## config.mk

```make
export PLATFORM = sky130hd
export DESIGN_NAME = fifo_sync
export DESIGN_NICKNAME = d
export VERILOG_FILES = /design/src/rtl/fifo_pkg.sv /design/src/rtl/fifo_mem.sv /design/src/rtl/fifo_sync.sv
export SDC_FILE = /design/constraint.sdc
export NUM_CORES = 1
export LEC_CHECK = 0
export CAP_MARGIN = 5
export CORE_MARGIN = 1
export CORE_UTILIZATION = 30
export CTS_CLUSTER_SIZE = 14
export DETAILED_ROUTE_END_ITERATION = 10
export GPL_TIMING_DRIVEN = 1
export PLACE_DENSITY_LB_ADDON = 0.12
export SYNTH_ARGS = -nofsm -noshare
export SYNTH_HDL_FRONTEND = slang
export SYNTH_HIERARCHICAL = 1
export SYNTH_SLANG_ARGS = --single-unit
```

## constraint.sdc

```tcl
create_clock -name clk -period 3.3 [get_ports clk]
set_input_delay 0.825 -clock clk [delete_from_list [all_inputs] [get_ports clk]]
set_output_delay 0.825 -clock clk [all_outputs]
set_load 0.02 [all_outputs]
```

## src/rtl/fifo_pkg.sv

```systemverilog
// Shared constants and types for the synchronous FIFO: default word width,
// pointer width helper and the default pointer type.
package fifo_pkg;

  localparam int DEF_N     = 8;
  localparam int DEF_DEPTH = 4;

  // One extra MSB beyond the address bits serves as the wrap bit.
  function automatic int ptr_w(input int d);
    return $clog2(d) + 1;
  endfunction

  localparam int DEF_PTR_W = ptr_w(DEF_DEPTH);

  typedef logic [DEF_PTR_W-1:0] ptr_t;

endpackage

```

## src/rtl/fifo_mem.sv

```systemverilog
// depth x n storage with a synchronous write port and a registered read port.
module fifo_mem
  import fifo_pkg::*;
#(
  parameter int n     = DEF_N,
  parameter int depth = DEF_DEPTH
) (
  input  logic                       clk,
  input  logic                       rst,
  input  logic                       we,
  input  logic [$clog2(depth)-1:0]   waddr,
  input  logic [n-1:0]               wdata,
  input  logic                       re,
  input  logic [$clog2(depth)-1:0]   raddr,
  output logic [n-1:0]               rdata
);

  logic [n-1:0] mem [depth];

  always_ff @(posedge clk) begin
    if (we) mem[waddr] <= wdata;
  end

  // read stage: rdata holds until the next accepted read
  always_ff @(posedge clk) begin
    if (rst) rdata <= '0;
    else if (re) rdata <= mem[raddr];
  end

endmodule

```

## src/rtl/fifo_sync.sv

```systemverilog
// Single-clock FIFO buffering the mux output word; wrap-bit pointers,
// registered count/status and one-cycle overflow/underflow pulses.
module fifo_sync
  import fifo_pkg::*;
#(
  parameter int n     = DEF_N,
  parameter int depth = DEF_DEPTH
) (
  input  logic                     clk,
  input  logic                     rst,
  input  logic                     en,
  input  logic                     wr_en,
  input  logic [n-1:0]             din,
  input  logic                     rd_en,
  output logic [n-1:0]             dout,
  output logic                     dout_vld,
  output logic                     full,
  output logic                     empty,
  output logic [$clog2(depth):0]   count,
  output logic                     ovf,
  output logic                     udf
);

  localparam int pw = ptr_w(depth);
  localparam int aw = pw - 1;

  logic [pw-1:0] wr_ptr;
  logic [pw-1:0] rd_ptr;
  logic          rd_acc;
  logic          wr_acc;

  // Status derives only from pointer flops, so no input reaches it combinationally.
  assign full  = (wr_ptr[aw-1:0] == rd_ptr[aw-1:0]) && (wr_ptr[aw] != rd_ptr[aw]);
  assign empty = (wr_ptr == rd_ptr);

  // A read frees a slot in the same cycle, so a write to a full FIFO rides on it.
  assign rd_acc = en && rd_en && !empty;
  assign wr_acc = en && wr_en && (!full || rd_acc);

  fifo_mem #(
    .n     (n),
    .depth (depth)
  ) u_mem (
    .clk   (clk),
    .rst   (rst),
    .we    (wr_acc && !rst),
    .waddr (wr_ptr[aw-1:0]),
    .wdata (din),
    .re    (rd_acc && !rst),
    .raddr (rd_ptr[aw-1:0]),
    .rdata (dout)
  );

  always_ff @(posedge clk) begin
    if (rst) begin
      wr_ptr   <= '0;
      rd_ptr   <= '0;
      count    <= '0;
      dout_vld <= 1'b0;
      ovf      <= 1'b0;
      udf      <= 1'b0;
    end else begin
      if (wr_acc) wr_ptr <= wr_ptr + pw'(1);
      if (rd_acc) rd_ptr <= rd_ptr + pw'(1);
      unique case ({wr_acc, rd_acc})
        2'b10:   count <= count + pw'(1);
        2'b01:   count <= count - pw'(1);
        default: count <= count;
      endcase
      dout_vld <= rd_acc;
      ovf      <= en && wr_en && full && !rd_acc;
      udf      <= en && rd_en && empty;
    end
  end

endmodule

```

## After elaboration in Yosys (flattened, before gate mapping)

Memory sizes are Yosys's and may differ from the RTL's. A register that Yosys moved wholly into a read port is not among the register bits.
Cells that the tools add are included.
Widths: inputs -> output; s select.

| word-level totals | value |
|---|---|
| bits in registers | 12 |
| memory bits (writable) | 32 |
| input port bits | 13 |
| output and inout port bits | 16 |
| memories | 1 |

Memory list:

| memory | words | width | read ports | clocked after memory_dff | write ports | RTL line | source |
|---|---|---|---|---|---|---|---|
| u_mem.mem | 4 | 8 | 1 | 1 | 1 | fifo_mem.sv:18 | `logic [n-1:0] mem [depth];` |

| cells by class | value |
|---|---|
| add/sub/neg operators | 4 |
| equal/unequal tests | 5 |
| muxes and demuxes | 3 |
| reductions and logical operators | 16 |

Operators by type and width:

| operator | number |
|---|---|
| $logic_and 1x1->1 | 10 |
| $add 3x1->3 const B | 3 |
| $pmux 3 s2 | 1 |
| $logic_not 1->1 | 4 |
| $eq 3x3->1 | 1 |
| $sub 3x1->3 const B | 1 |
| $eq 2x1->1 const B | 1 |
| $eq 2x2->1 | 1 |
| $eq 2x2->1 const B | 1 |
| $mux 1 | 2 |
| $reduce_bool 2->1 | 1 |
| $logic_or 1x1->1 | 1 |
| $ne 1x1->1 | 1 |

## Logic depth before layout (Yosys ltp)

| depth | value |
|---|---|
| depth in word-level cells | 8 |
| mapped depth | 8 |
| mapped depth without buffers | 8 |

## Modules after synthesis

The synthesis kept the hierarchy.

By module, submodules not included:

| module | times used | cells each | area each (um2) | seq. area each (um2) |
|---|---|---|---|---|
| fifo_mem | 1 | 83 | 1505.2 | 1121.1 |
| fifo_sync | 1 | 75 | 700.7 | 240.2 |

## Worst setup path before layout

Ideal clock, no wire load.

| timing path | value |
|---|---|
| path type | input-to-reg |
| from | input port rd_en |
| to | register count[2] |
| library setup time | 0.121 ns |
| arrival time | 2.537 ns |
| required time | 3.179 ns |
| path slack | 0.642 ns |
| stages | 8 |
| cells stage by stage | nand2_1 -> a31oi_1 -> nand2b_1 -> fa_1 -> nor4bb_1 -> o22ai_1 -> o211ai_1 -> mux2_2 |

| on the way | value |
|---|---|
| cells in the longest elaborated chain, start to end | 6 |
| elaborated cells on any way between the ends | 8 |

Ends and longest elaborated chain:

| what | RTL line | source |
|---|---|---|
| start, declared | fifo_sync.sv:14 | `input logic rd_en,` |
| $logic_and 1x1->1 * (2 in a row) | fifo_sync.sv:37 | `assign rd_acc = en && rd_en && !empty;` |
| $logic_or 1x1->1 | fifo_sync.sv:38 | `assign wr_acc = en && wr_en && (!full \|\| rd_acc);` |
| $logic_and 1x1->1 | fifo_sync.sv:38 |  |
| $eq 2x1->1 or $eq 2x2->1 (tied branches) | fifo_sync.sv:65 | `unique case ({wr_acc, rd_acc})` |
| $pmux 3 s2 or $reduce_bool 2->1 (tied branches) | n/a |  |
| end signal, assigned | fifo_sync.sv:66 | `2'b10: count <= count + pw'(1);` |
| end signal, assigned | fifo_sync.sv:67 | `2'b01: count <= count - pw'(1);` |
| end signal, assigned | fifo_sync.sv:68 | `default: count <= count;` |
| end, declared | fifo_sync.sv:19 | `output logic [$clog2(depth):0] count,` |

Every way passes the cells marked *; elsewhere a longest branch is shown, timed or not.
A chain may end at the register's enable or synchronous reset.

## Worst setup path after layout

| timing path | value |
|---|---|
| from | register rd_ptr[1] |
| to | output port empty |

| on the way | value |
|---|---|
| cells in the longest elaborated chain, start to end | 1 |

Ends and longest elaborated chain:

| what | RTL line | source |
|---|---|---|
| start, declared | fifo_sync.sv:28 | `logic [pw-1:0] rd_ptr;` |
| start signal, assigned | fifo_sync.sv:64 | `if (rd_acc) rd_ptr <= rd_ptr + pw'(1);` |
| $eq 3x3->1 | fifo_sync.sv:34 | `assign empty = (wr_ptr == rd_ptr);` |
| end, declared | fifo_sync.sv:18 | `output logic empty,` |

Every way passes these cells.

==> flow_metrics.py <==
metrics = {
    "status": {
        "outcome": "complete, no violations",
    },
    "route": {
        "drc": 0,
        "antenna_left": 0,
        "initialDrtViolationCount": 76,
        "viasPerCell": 4.809,
        "wl_per_cell_um": 15.62,
        "drt_wl_total_mm": 4.578,
        "drtPass1Iterations": 4,
        "route.vias.total": 1409,
    },
    "layout": {
        "nets": 212,
        "regArea_mm2": 0.001361,
        "fillCellCount": 686,
        "antennaDiodeCount": 0,
        "syn2layout_area_growth_pct": 24.67,
        "multi_input_area_um2": 794.5,
        "drive_gt1_share_pct": 15.74,
    },
    "timing": {
        "finalCriticalPeriod_ns": 2.977,
        "slew_headroom_pct": 66.34,
        "skew_ns": 0.01352,
        "maxSlewViolCount": 0,
        "rsz0062_at_grt": "no",
        "worst_slack_ns": 0.3234,
        "worstMarginPinSlew_ns": 0.5049,
        "fin_tns_setup_ns": 0,
        "worst_hold_slack_ns": 0.5510,
        "finalSetupViolCount": 0,
        "fmax_mhz": 336.0,
        "finalCritPeriodShare_pct": 90.20,
        "finalHoldViolations": 0,
    },
    "yosys": {
        "ys_ff_latch": 52,
        "synth_xor_area_share_pct": 3.517,
        "seq_area_frac_synth_pct": 61.71,
        "synthAdderAreaFrac_pct": 2.042,
        "async_flop_share_pct": 0,
        "synthCells": 158,
        "synth_edf_count": 32,
        "synth_top_family_by_area": "simple AND/OR/NAND/NOR gates",
        "syn_nets": 174,
        "synth_top_area_cell": "edfxtp_1",
        "synth.distinct_cells": 45,
        "muxShareOfSynthArea_pct": 9.189,
        "ys.flop_type": "edfxtp_1",
        "syn_area_mm2": 0.002206,
        "syn_area_per_cell_um2": 13.96,
        "yosys_warnings": 6,
        "synth_compound_area_share_pct": 7.771,
        "post-synth-top-area-fraction_pct": 43.56,
        "yosys.area_share.simple_pct": 13.50,
        "synth_area_leaders": "edfxtp_1 44%, dfxtp_1 18%, mux2i_1 8.2%, or3b_2 3.2%, o221ai_1 2.8%",
    },
    "worst_setup_path": {
        "cp.arrival_ns": 2.15,
        "end_kind": "output port",
        "cp-start-kind": "flip-flop",
        "r2r_cells": 8,
        "crit_chain": "xnor2_1 -> nand2_1 -> nor2_1 -> clkdlybuf4s50_1",
        "crit_type": "flip-flop to output port",
        "max_stage_delay_ns": 0.67,
        "critPathTopFamily": "buffers and inverters",
        "cpMaxStageDelayCell": "clkdlybuf4s50_1",
        "cp.depth": 4,
        "cp.required_ns": 2.47,
        "crit_buf_inv": 1,
        "worst-path-max-fanout": 6,
    },
    "placement": {
        "gp_congestion": 0.8387,
        "pre_cts_ws_ns": 0.2399,
        "portBuffers": 28,
        "hpwl_mm": 3.059,
    },
    "cts": {
        "cts_root_buffer": "clkbuf_8",
        "cts_tree": "yes",
        "cts_sinks": 52,
        "clk_latency_ns": 0.31,
        "numCtsBuffers": 5,
        "clk_path_buf_depth": 2,
        "cts_max_level": 2,
        "clkTransAtPathRegs_ns": 0.10,
        "post_cts_resized": 0,
        "post_cts_buffers": 0,
        "cts_hold_buf": 0,
    },
    "power_and_ir_drop": {
        "switching_power_mw": 0.3001,
        "leakage_nw": 0.9263,
        "switching_share_pct": 23.19,
        "peakVddDrop_v": 0.0001516,
        "p_total_mw": 1.294,
        "p_comb_share_pct": 10.4,
        "internal_power_mw": 0.9940,
        "clock_power_share_pct": 34.7,
        "power.share.sequential_pct": 55.0,
        "power_density_mw_per_mm2": 470.6,
    },
    "global_routing": {
        "grt_max_degree": 20,
        "grt_pass1_wl_mm": 7.300,
        "grt_pass1_vias": 1402,
        "antenna_found_initial": 0,
        "grt_usage_pct": 12.92,
        "grt_overflow": 0,
    },
    "hold_path": {
        "holdPathStages": 2,
        "hp-class": "flip-flop to flip-flop",
    },
    "floorplanning": {
        "die_h_um": 87.75,
        "num_rows": 30,
        "coreArea_mm2": 0.006944,
        "die_w_um": 87.75,
        "dieArea_mm2": 0.007700,
        "start_util_pct": 31.77,
        "ios": 29,
    },
    "job": {
        "drv_cap": 0,
    },
}
-- per-layer routing --
metal  vias up  routed length, µm  track usage, %
met1       698               2110           16.67
met2        32               2232           21.63
met5         -                  0               0
met4         0                 60           4.024
met3         5                175           2.828
li1        674                  -               -
-- logic make-up (layout without fill, tap and decap cells) --
group / Yosys count / count (layout)
simple gates: 47 / 47
flops: 52 / 52
fa+ha+maj: 3 / 3
mux: 20 / 20
compound gates: 19 / 19
xor+xnor: 8 / 8
buf+inv: 9 / 48
-- placed cells by master, fill, tap and decap left out, drive strengths merged, types with 2 or more instances in the layout --
cell	Yosys	layout
edfxtp	32	32
clkdlybuf4s50	0	28
dfxtp	20	20
mux2i	18	18
nor2	12	12
buf	5	9
or3b	9	9
o221ai	8	8
nand2	5	5
clkbuf	1	5
xor2	4	4
inv	3	4
xnor2	4	4
nor3	3	3
and3b	3	3
o22ai	2	2
mux2	2	2
nand3b	2	2
and4b	2	2
a21oi	2	2
ha	2	2
-- worst min-delay path, delay by kind of cell (launching register included) --
kind           cells  cell delay, ns
AO/OA/AOI/OAI      1            0.11
multiplexers       1            0.07
flip-flops         1            0.34
-- through the flow --
stage          utilization (%)  cell area [µm²]  std cells
2_1_floorplan                -             2206        158
3_3_place_gp             37.95             2635        285
3_5_place_dp             37.95             2635        285
4_1_cts                  39.60             2750        293
5_1_grt                  39.60             2750        293
6_report                 39.60             2750        293
-- state kept, by name, indices dropped and copies added (netlist names) --
register	cells
count	3
dout_vld	1
ovf	1
rd_ptr	3
u_mem/mem	32
u_mem/rdata	8
udf	1
wr_ptr	3
-- Yosys cell counts (all sizes together), types with 2 or more instances --
master / instances
nand3b: 2
and4b: 2
buf: 5
mux2i: 18
a21oi: 2
xnor2: 4
and3b: 3
xor2: 4
o221ai: 8
ha: 2
mux2: 2
nor3: 3
nor2: 12
dfxtp: 20
or3b: 9
edfxtp: 32
nand2: 5
o22ai: 2
inv: 3
-- power groups by stage --
| stage | combinational (mW) | sequential (mW) | clock [mW] |
|---|---|---|---|
| 6_report | 0.134 | 0.711 | 0.449 |
| 5_1_grt | 0.146 | 0.713 | 0.488 |
| 4_1_cts | 0.136 | 0.711 | 0.454 |
| 3_5_place_dp | 0.136 | 0.726 | 0 |
| 3_3_place_gp | 0.134 | 0.726 | 0 |
| 2_1_floorplan | 0.0671 | 0.734 | 0 |
-- path summary, 6_finish.rpt --
path / start / end / slack [ns]
setup / recovery: rd_ptr[1] / empty / 0.32
setup reg to reg: wr_ptr[1] / count[2] / 0.96
hold reg to reg: u_mem/mem[3][6] / u_mem/rdata[6] / 0.55
hold / removal: u_mem/mem[3][6] / u_mem/rdata[6] / 0.55
-- final cells by class --
class,instances,area share [%]
clock buffer,5,2.502
clock inverter,3,1.683
inverter,3,0.4095
multi-input combinational,97,28.89
sequential,52,49.50
tap,96,4.368
timing repair buffer,37,12.65
(Power assumes the default switching activity.)
